===== config.mk =====
export PLATFORM = sky130hd
export DESIGN_NAME = mdr_seq_multiplier
export DESIGN_NICKNAME = d
export VERILOG_FILES = /design/src/rtl/mdr_seq_multiplier.sv
export SDC_FILE = /design/constraint.sdc
export NUM_CORES = 1
export LEC_CHECK = 0
export ABC_AREA = 1
export BUFFER_PORTS_ARGS = -buffer_cell sky130_fd_sc_hd__buf_4
export CAP_MARGIN = 0
export CORE_MARGIN = 2
export CORE_UTILIZATION = 52
export DETAILED_ROUTE_END_ITERATION = 8
export PLACE_DENSITY = 0.88
export SLEW_MARGIN = 20
export SYNTH_ARGS = -nofsm -noshare
export SYNTH_HDL_FRONTEND = slang
export SYNTH_SLANG_ARGS = --single-unit

===== constraint.sdc =====
create_clock -name clk -period 2.1 [get_ports clk]
set_clock_uncertainty 0.05 [all_clocks]
set_input_delay 0.315 -clock clk [delete_from_list [all_inputs] [get_ports clk]]
set_output_delay 0.315 -clock clk [all_outputs]
set_load 0.03 [all_outputs]

===== src/rtl/mdr_seq_multiplier.sv =====
// Iterative shift-add multiplier feeding the MDR result demux (product + held route select).
// Optional feature macro MDR_SIGNED_EN: two's-complement operands via magnitude multiply + final negate.
module mdr_seq_multiplier #(
  parameter int DW = 8
) (
  input  logic              clk,
  input  logic              rst,
  input  logic              start_i,
  input  logic [DW-1:0]     multiplicand_i,
  input  logic [DW-1:0]     multiplier_i,
  input  logic [1:0]        sel_i,
  output logic              ready_o,
  output logic              done_o,
  output logic [2*DW-1:0]   product_o,
  output logic [1:0]        sel_o
);

  localparam int DW_DBL = 2*DW - 1;
  localparam int CW     = $clog2(DW) + 1;

  typedef enum logic [2:0] {
    S_IDLE = 3'd0,
    S_LOAD = 3'd1,
    S_RUN  = 3'd2,
`ifdef MDR_SIGNED_EN
    S_SIGN = 3'd3,
`endif
    S_DONE = 3'd4
  } state_t;

  state_t            state_q, state_d;
  logic [CW-1:0]     cnt_q, cnt_d;
  logic [DW:0]       acc_hi_q, acc_hi_d;
  logic [DW-1:0]     acc_lo_q, acc_lo_d;
  logic [DW-1:0]     mcand_q, mcand_d;
  logic [DW-1:0]     opa_q, opa_d;
  logic [DW-1:0]     opb_q, opb_d;
  logic [1:0]        sel_cap_q, sel_cap_d;
  logic [DW_DBL:0]   product_q, product_d;
  logic [1:0]        sel_q, sel_d;
  logic              done_q, done_d;

  logic [DW:0]       run_sum;
  logic [DW_DBL:0]   full_acc;

  assign run_sum  = acc_lo_q[0] ? (acc_hi_q + {1'b0, mcand_q}) : acc_hi_q;
  assign full_acc = {acc_hi_q[DW-1:0], acc_lo_q};

`ifdef MDR_SIGNED_EN
  logic              neg_q, neg_d;
  logic [DW_DBL:0]   neg_acc;

  // Magnitude of a two's-complement value; the most-negative value maps to 2^(DW-1) unsigned.
  function automatic logic [DW-1:0] abs_val(input logic [DW-1:0] v);
    logic [DW-1:0] r;
    if (v[DW-1]) begin
      r = ~v + {{(DW-1){1'b0}}, 1'b1};
    end else begin
      r = v;
    end
    return r;
  endfunction

  assign neg_acc = ~full_acc + {{DW_DBL{1'b0}}, 1'b1};
`endif

  // Next-state, datapath and output-register update.
  always_comb begin
    state_d   = state_q;
    cnt_d     = cnt_q;
    acc_hi_d  = acc_hi_q;
    acc_lo_d  = acc_lo_q;
    mcand_d   = mcand_q;
    opa_d     = opa_q;
    opb_d     = opb_q;
    sel_cap_d = sel_cap_q;
    product_d = product_q;
    sel_d     = sel_q;
    done_d    = 1'b0;
`ifdef MDR_SIGNED_EN
    neg_d     = neg_q;
`endif
    case (state_q)
      S_IDLE: begin
        if (start_i) begin
          opa_d     = multiplicand_i;
          opb_d     = multiplier_i;
          sel_cap_d = sel_i;
          state_d   = S_LOAD;
        end else begin
          state_d   = S_IDLE;
        end
      end
      S_LOAD: begin
        acc_hi_d = '0;
        cnt_d    = '0;
`ifdef MDR_SIGNED_EN
        acc_lo_d = abs_val(opb_q);
        mcand_d  = abs_val(opa_q);
        neg_d    = opa_q[DW-1] ^ opb_q[DW-1];
`else
        acc_lo_d = opb_q;
        mcand_d  = opa_q;
`endif
        state_d  = S_RUN;
      end
      S_RUN: begin
        // Add-then-shift: the sum's LSB drops into the top of acc_lo.
        acc_hi_d = {1'b0, run_sum[DW:1]};
        acc_lo_d = {run_sum[0], acc_lo_q[DW-1:1]};
        cnt_d    = cnt_q + CW'(1);
        if (cnt_q == CW'(DW-1)) begin
`ifdef MDR_SIGNED_EN
          state_d = S_SIGN;
`else
          state_d = S_DONE;
`endif
        end else begin
          state_d = S_RUN;
        end
      end
`ifdef MDR_SIGNED_EN
      S_SIGN: begin
        if (neg_q) begin
          acc_hi_d = {1'b0, neg_acc[DW_DBL:DW]};
          acc_lo_d = neg_acc[DW-1:0];
        end else begin
          acc_hi_d = acc_hi_q;
          acc_lo_d = acc_lo_q;
        end
        state_d = S_DONE;
      end
`endif
      S_DONE: begin
        product_d = full_acc;
        sel_d     = sel_cap_q;
        done_d    = 1'b1;
        if (start_i) begin
          opa_d     = multiplicand_i;
          opb_d     = multiplier_i;
          sel_cap_d = sel_i;
          state_d   = S_LOAD;
        end else begin
          state_d   = S_IDLE;
        end
      end
      default: begin
        state_d = S_IDLE;
      end
    endcase
  end

  // State and datapath registers with asynchronous reset.
  always_ff @(posedge clk or posedge rst) begin
    if (rst) begin
      state_q   <= S_IDLE;
      cnt_q     <= '0;
      acc_hi_q  <= '0;
      acc_lo_q  <= '0;
      mcand_q   <= '0;
      opa_q     <= '0;
      opb_q     <= '0;
      sel_cap_q <= 2'b00;
      product_q <= '0;
      sel_q     <= 2'b00;
      done_q    <= 1'b0;
`ifdef MDR_SIGNED_EN
      neg_q     <= 1'b0;
`endif
    end else begin
      state_q   <= state_d;
      cnt_q     <= cnt_d;
      acc_hi_q  <= acc_hi_d;
      acc_lo_q  <= acc_lo_d;
      mcand_q   <= mcand_d;
      opa_q     <= opa_d;
      opb_q     <= opb_d;
      sel_cap_q <= sel_cap_d;
      product_q <= product_d;
      sel_q     <= sel_d;
      done_q    <= done_d;
`ifdef MDR_SIGNED_EN
      neg_q     <= neg_d;
`endif
    end
  end

  assign ready_o   = (state_q == S_IDLE) || (state_q == S_DONE);
  assign done_o    = done_q;
  assign product_o = product_q;
  assign sel_o     = sel_q;

endmodule


* Yosys cells after proc, flatten, opt, wreduce, memory -nomap -nowiden
Cells that the tools add are included.
** Storage, ports and cells
- Register bits after elaboration :: 69
- Input port bits :: 21
- Output and inout bits :: 20
- Word-level logic and storage cells :: 30
** Cells by class
- Add/subtract/negate cells :: 2
- Equality and inequality tests :: 4
- Muxes and demuxes :: 8
- Reduce and logical (&&, ||, !) cells :: 5
** Operators with widths (number)
- 9-bit one-hot mux with 2 select lines :: 1
- 8-bit one-hot mux with 2 select lines :: 1
- 9-bit by 8-bit adder with 9-bit output :: 1
- 9-bit 2-to-1 mux :: 1
- 3-bit one-hot mux with 3 select lines :: 1
- 4-bit one-hot mux with 2 select lines :: 1
- 4-bit by 1-bit adder with 4-bit output (second input constant) :: 1
- 4-bit by 3-bit equality test with 1-bit output (second input constant) :: 1
- 3-bit by 1-bit equality test with 1-bit output (second input constant) :: 1
- 3-bit by 2-bit equality test with 1-bit output (second input constant) :: 1
- 3-bit equality test (second input constant) :: 1
- 3-bit logical NOT :: 1
- 3-bit 2-to-1 mux :: 1
- 1-bit 2-to-1 mux :: 2
- 2-bit AND reduction :: 1
- 2-bit nonzero test :: 1
- 2-bit OR reduction :: 1
- 1-bit logical OR :: 1

* Depth between registers and ports, before layout
Gate-level depths: netlist (run 1).
- Word-level depth :: 3
- Mapped depth :: 10
- Gate-level depth less buffers :: 10

* Worst setup path before layout (run 1)
Ideal clock, no wire load.
- Path type :: register to register
- Start point :: reg acc_hi_q[0]
- End point :: reg acc_hi_q[3]
- Library setup time :: 0.121 ns
- Data arrival time :: 1.359 ns
- Required time :: 1.929 ns
- Slack :: 0.570 ns
- Cell stages (with the launch flop) :: 10
- Path buffers :: 0
- Clock period less this slack :: 1.530 ns
- Cells stage by stage :: dfrtp_1 ha_1 inv_1 fa_1 inv_1 nand3_1 nand3_1 xor2_1 o21ai_1 nand2_1
** On the way
- Longest elaborated chain between the ends :: 3
** Ends and longest elaborated chain
- start: declaration :: line 33 : logic [DW:0] acc_hi_q, acc_hi_d;
- start signal: assignment :: line 173 : acc_hi_q <= acc_hi_d;
- 9-bit by 8-bit adder with 9-bit output :: line 46 : assign run_sum = acc_lo_q[0] ? (acc_hi_q + {1'b0, mcand_q}) : acc_hi_q;
- 9-bit 2-to-1 mux :: line 46
- 9-bit one-hot mux with 2 select lines :: line 83 : case (state_q)
Every way passes these cells. The select of a mux whose other input is x is not followed.
A chain may end at the register's enable or synchronous reset.

* Worst setup path in the final report (run 1)
- Start point :: reg mcand_q[0]
- End point :: reg acc_hi_q[3]
** On the way
- Longest elaborated chain between the ends :: 3
** Ends and longest elaborated chain
- start: declaration :: line 35 : logic [DW-1:0] mcand_q, mcand_d;
- start signal: assignment :: line 175 : mcand_q <= mcand_d;
- 9-bit by 8-bit adder with 9-bit output :: line 46
- 9-bit 2-to-1 mux :: line 46
- 9-bit one-hot mux with 2 select lines :: line 83
Every way passes these cells. The select of a mux whose other input is x is not followed.

==> reports/summary.txt, run 1 <==
Largest net degree at the start of global routing: 69
Max_cap viols: 0
Final routed DRC violation total: 0
Max clock buf depth: 2
PortBufs: 40
Worst Setup End Kind: flip-flop
CTS tree: built
Antenna-violating nets left: 0
DR iter-0 viols: 166
Worst-path clk slew: 70 ps
Fmax: 0.575 GHz
Post-Synth Adder-Cell Area: 4.23%
Dominant synthesized flop cell: dfrtp_1
Max-slew violation count: 0
Core Area: 0.00589 mm²
IO Count: 41
Most common cell after layout, fill and taps aside: nand2_1
Status: finished, violations left
Vias: 2,402
Post-synthesis compound-gate area fraction: 13.4%
Max Fanout on Critical Path: 2
Die H: 81.7 µm
CTS buffer count: 9
Routed len/inst: 12.7 µm
WP data arrival: 1920 ps
Root Buffer: clkbuf_8
Pleak: 1.90 nW
Syn Nets: 374
Nets: 416
Slew HR: 61.6%
Largest family of logic cells by synthesized area: simple AND/OR/NAND/NOR gates
Number of global-route vias before repair: 2,254
Setup crit start kind: flip-flop
Vias per std cell: 5.17
Post-synth EDFFs: 0
Hold buffer count at CTS: 0
Routed Wire Length: 5.89 mm
Asr flop ratio synth: 100%
Violated checks: hold timing
Post-Synth Simple-Gate Area: 19.0%
Antenna diode count: 0
Yosys Warn Count: 0
Cells after Synth: 343
Flops & latches, synth: 68
Site Rows: 28
Synth Area in XOR/XNOR: 0.838%
Slew @ Worst Pin: 573 ps
Synthesized area: 0.00314 mm²
Hold WS: -11.5 ps
Library cells used by synthesis: 31
# setup viols final: 0
Chip width: 81.7 µm
Htree depth: 3
CTS-repair resized insts: 0
Min cycle time layout: 1740 ps
RSZ-0062 raised after global routing: no
GR Overflow Total: 0
Layout cell share with drive strength beyond 1: 20.5%
Worst VDD drop: 735 µV
Area after DPL: 0.00348 mm²
Initial Util: 53.3%
Crit share post-route: 82.8%
Design Area, Final: 0.00368 mm²
Fillcell total: 493
Mux cell area share after synthesis: 0%
Hold Fails Final Rpt: 11
Most frequent cells in the layout: 108 x nand2_1, 68 x dfrtp_1, 42 x buf_4, 39 x inv_1, 24 x o21ai_0
Syn Area/Cell: 9.14 µm²
Clock sinks: 68
HPWL after DPL: 4.28 mm
HP Class: input pin to async pin
Worst Path Required: 2280 ps
Tot GR Track Use: 20.5%
GPL Wtd Cong: 0.881
Post-CTS Setup Inserts: 0
Initial antenna violation count: 0
Area growth syn-to-layout: 17.4%
Fin Setup TNS: 0 ps
First-pass GRT wire length: 10.3 mm
Sequential element share of the synthesized area: 54.3%
Die ar.: 0.00667 mm²
1st-pass router iterations: 4
Setup CP Type: flip-flop to flip-flop
Clock latency on the worst-skew pair: 340 ps
Pwr/cell area: 1400 mW/mm²
-- cells in the mapped netlist, types with 2 or more instances --
cell type | n | area (µm²)
a21oi_1 | 12 | 60.1
buf_2 | 3 | 15.0
buf_4 | 4 | 30.0
buf_6 | 3 | 33.8
clkbuf_1 | 2 | 7.51
dfrtp_1 | 68 | 1700
ha_1 | 9 | 113
inv_1 | 40 | 150
inv_2 | 4 | 15.0
nand2_1 | 108 | 405
nand2_2 | 2 | 12.5
nand3_1 | 12 | 60.1
nand4_1 | 9 | 56.3
nor2_1 | 3 | 11.3
nor2_2 | 2 | 12.5
o21ai_0 | 24 | 120
o21ai_1 | 16 | 80.1
o221ai_2 | 8 | 120
xor2_1 | 2 | 17.5
-- state kept, by name, indices dropped and copies added, names as in the netlist --
name / count
acc_hi_q: 8
acc_lo_q: 8
cnt_q: 4
done_o: 1
mcand_q: 8
opa_q: 8
opb_q: 8
product_o: 16
sel_cap_q: 2
sel_o: 2
state_q: 3
-- where the power goes --
part / total [mW] / internal, mW / switching [mW]
Sequential: 2.07 / 1.78 / 0.290
Clock: 1.08 / 0.609 / 0.466
Combinational: 2.02 / 0.732 / 1.29
Total: 5.17 / 3.12 / 2.05
-- layout make-up --
type | instances | area (µm²) | area share, %
Sequential cell | 68 | 1700 | 46.2
Multi-Input combinational cell | 218 | 1180 | 32.0
Timing Repair Buffer | 43 | 335 | 9.11
Inverter | 45 | 171 | 4.66
Clock buffer | 12 | 155 | 4.21
Tap cell | 75 | 93.8 | 2.55
Clock inverter | 4 | 47.5 | 1.29
-- cells by family after synthesis --
family | count (synthesis)
simple gates | 140
buf+inv | 57
compound gates | 65
fa+ha+maj | 10
xor+xnor | 3
flops | 68
-- path summary, 6_finish.rpt --
path | startpoint | endpoint | slack [ps] | cells after the start
max in group asynchronous | rst | product_o[11]$_DFFE_PP0P_ | 1730 | 3
hold / removal | rst | opa_q[1]$_DFFE_PP0P_ | -10 | 3
min in group clk | sel_i[1] | sel_cap_q[1]$_DFFE_PP0P_ | 120 | 3
setup reg to reg | mcand_q[0]$_DFFE_PP0P_ | acc_hi_q[3]$_DFFE_PP0P_ | 360 | 9
hold reg to reg | product_o[5]$_DFFE_PP0P_ | product_o[5]$_DFFE_PP0P_ | 440 | 2
setup / recovery | mcand_q[0]$_DFFE_PP0P_ | acc_hi_q[3]$_DFFE_PP0P_ | 360 | 9
-- metrics by stage --
step	setup WS [ps]	util [%]	power (mW)	std cells
5_1_grt	237	62.5	5.57	465
3_3_place_gp	512	59.1	3.98	449
2_1_floorplan	23.5	-	3.62	343
3_5_place_dp	390	59.1	4.10	449
4_1_cts	381	62.5	5.19	465
6_report	360	62.5	5.17	465
-- layer usage --
metal  wire length (µm)  global-route usage (%)
met4                150                    9.17
met1               2680                    26.7
met3                355                    4.73
met5                  0                       0
met2               2710                    32.8
-- worst max-delay path, cell delays in order (launching register included) --
cell and delay (ps):
dfrtp_1 360, ha_1 190, inv_1 60, fa_1 410
inv_1 100, nand3_1 80, nand3_1 110, xor2_1 80
o21ai_1 120, nand2_1 80
Power figures use the tool's default switching activity.
==> inputs of run 2 (changes only) <==
- clock period: 2.1 -> 1.5 ns (I/O delays scaled with it)
==> run 2 against run 1 <==
Effect of this change:
- the run ends with setup timing left
- die area unchanged
- non-clock buffer count is 14 higher
- flip-flop and latch count stayed put
- register-to-register slack got worse by 430 ps
- sequential power grew 41%
- cell count up 3.0%
==> reports/summary.txt, run 2 (synthesis results as in run 1) <==
Site Rows: 28 (unchanged)
Worst Setup End Kind: flip-flop
Antenna diode count: 0 (unchanged)
Sequential Power Share: 36.3% (-3.7 points)
Core Area: 0.00589 mm² (unchanged)
Die ar.: 0.00667 mm² (unchanged)
Max incr delay on CP: 360 ps (-50 ps)
RSZ-0062 raised after global routing: yes
Final WS setup: -64.8 ps (-425 ps)
Initial Util: 53.3% (unchanged)
Setup crit start kind: flip-flop
Worst VDD drop: 951 µV (+29%)
Most common cell after layout, fill and taps aside: nand2_1
CP Launch Point: mcand_q[0]$_DFFE_PP0P_
HP Class: input pin to flip-flop
Clock sinks: 68 (unchanged)
CP Capture Point: acc_hi_q[3]$_DFFE_PP0P_
Routed Wire Length: 6.32 mm (+7.2%)
Number of flip-flops in the largest register: 16 (unchanged)
Worst-path clk slew: 70 ps (about the same)
Number of global-route vias before repair: 2,365 (+4.9%)
Vias per std cell: 5.13 (-0.70%)
Combinational Power Share: 41.4% (+2.2 points)
Area growth syn-to-layout: 25.6%
PortBufs: 40 (unchanged)
Pwr Total: 8.04 mW (+56%)
Pwr/cell area: 2040 mW/mm² (+45%)
1st-pass router iterations: 5 (+1)
Sw power: 3.09 mW (+51%)
Setup CP Type: flip-flop to flip-flop
Routed len/inst: 13.2 µm (+4.1%)
GR Overflow Total: 0 (unchanged)
# setup viols final: 4 (+4)
Vias: 2,457 (+2.3%)
Hold path depth: 3
First-pass GRT wire length: 10.6 mm (+2.3%)
Max clock buf depth: 2 (unchanged)
Fmax: 0.639 GHz (+11%)
Pleak: 1.98 nW (+4.4%)
Nets: 430 (+3.4%)
Clk pwr share: 22.3% (+1.5 points)
Root Buffer: clkbuf_8
Reg2reg start: mcand_q[0]$_DFFE_PP0P_
Hold Fails Final Rpt: 0 (-11)
Max Fanout on Critical Path: 2 (unchanged)
Crit share post-route: 104% (+21 points)
Initial antenna violation count: 0 (unchanged)
DR iter-0 viols: 169 (+1.8%)
HPWL after DPL: 4.36 mm (+2.0%)
Die H: 81.7 µm (unchanged)
Antenna-violating nets left: 0 (unchanged)
CTS tree: built
WP data arrival: 1800 ps (-120 ps)
Htree depth: 3 (unchanged)
Largest net degree at the start of global routing: 69 (unchanged)
Clock latency on the worst-skew pair: 340 ps (about the same)
Post-layout util: 66.9% (+4.4 points)
Crit path cell chain: ha_2 > inv_2 > fa_2 > inv_2 > nand3_2 > nand3_2 > xor2_1 > o21ai_1 > nand2_1
IO Count: 41 (unchanged)
Internal Power: 4.94 mW (+59%)
Violated checks: setup timing
FF-to-FF End: acc_hi_q[3]$_DFFE_PP0P_
Slowest-stage cell, CP: dfrtp_1
Most frequent cells in the layout: 104 x nand2_1, 67 x dfrtp_1, 55 x buf_4, 37 x inv_1, 23 x o21ai_0
Final routed DRC violation total: 0 (unchanged)
Flop-to-flop setup slack: -60 ps (-430 ps)
Chip width: 81.7 µm (unchanged)
Worst Path Required: 1740 ps (-540 ps)
Tot GR Track Use: 21.2% (+0.71 points)
GPL Wtd Cong: 0.843 (-4.4%)
Max-slew violation count: 0 (unchanged)
CTS buffer count: 9 (unchanged)
Status: finished, violations left
Switch share: 38.5% (-1.2 points)
Max_cap viols: 0 (unchanged)
Layout cell share with drive strength beyond 1: 28.2% (+7.7 points)
Slew HR: 70.5% (+8.9 points)
R2R depth: 9 (unchanged)
Min cycle time layout: 1560 ps (-175 ps)
Slew @ Worst Pin: 441 ps (-132 ps)
## run 2: cell types whose count changed in the layout (fill, tap and decap cells not counted), sizes merged
cell / previous run / this run
buf: 43 / 56
clkbuf: 12 / 9
bufinv: 1 / 3
clkinvlp: 1 / 3
dlygate4sd3: 0 / 1
inv: 45 / 44
## run 2: metal layers
metal,global-route usage [%],vias to the layer above,part of all wire (%)
li1,-,1226,-
met1,28.4,1142,47
met2,31.6,77,46
met3,5.27,12,4.9
met4,11.7,0,2.2
met5,0,-,0
## run 2: how the worst min path moves through the flow
stage,startpoint,slack [ps],endpoint
after detailed placement,rst,300,opb_q[7]$_DFFE_PP0P_
after global routing,multiplier_i[5],10,opb_q[5]$_DFFE_PP0P_
after floorplan,multiplier_i[0],280,opb_q[0]$_DFFE_PP0P_
final,multiplier_i[5],20,opb_q[5]$_DFFE_PP0P_
after global placement,rst,300,cnt_q[3]$_DFFE_PP0P_
after CTS,multiplier_i[2],20,opb_q[2]$_DFFE_PP0P_
## run 2: cell type report
type	instances	area [µm²]
tap	75	93.8
timing repair buffer	57	443
multi-input combinational	218	1280
fill	444	1950
clock buffer	9	124
clock inverter	7	115
sequential	68	1700
inverter	45	175
## run 2: metrics by stage
step	hold slack [ps]	instance area, µm²	std cells	TNS [ps]	setup WS (ps)
after floorplan	285	3140	343	0	23.3
after global placement	297	3570	461	-31.5	-14.8
after detailed placement	303	3570	461	-386	-90.3
after CTS	15.4	3860	478	-234	-80.4
after global routing	10.3	3940	479	-584	-133
final	23.6	3940	479	-123	-64.8
## run 2: power groups by stage
stage	Combinational [mW]	Clock (mW)	Sequential, mW
2_1_floorplan	2.08	0	2.99
3_3_place_gp	2.98	0	2.84
3_5_place_dp	3.08	0	2.89
4_1_cts	3.19	1.81	2.87
5_1_grt	3.73	1.90	2.99
6_report	3.33	1.79	2.92
## run 2: critical path, delay by kind of cell, from the launching register on
family	cells	cell delay (ps)
simple gates	3	220
compound gates	1	80
flops	1	360
buf+inv	2	110
fa+ha+maj	2	540
xor+xnor	1	160
## run 2: repair_timing
action | 4_1_cts | 5_1_grt
endpoints found under the hold margin | 68 | 0
gates cloned | 0 | 0
setup endpoints to repair | 8 | 25
pin swaps | 5 | 10
resized for setup | 10 | 12
buffers inserted | 0 | 1
hold buffers | 1 | 0
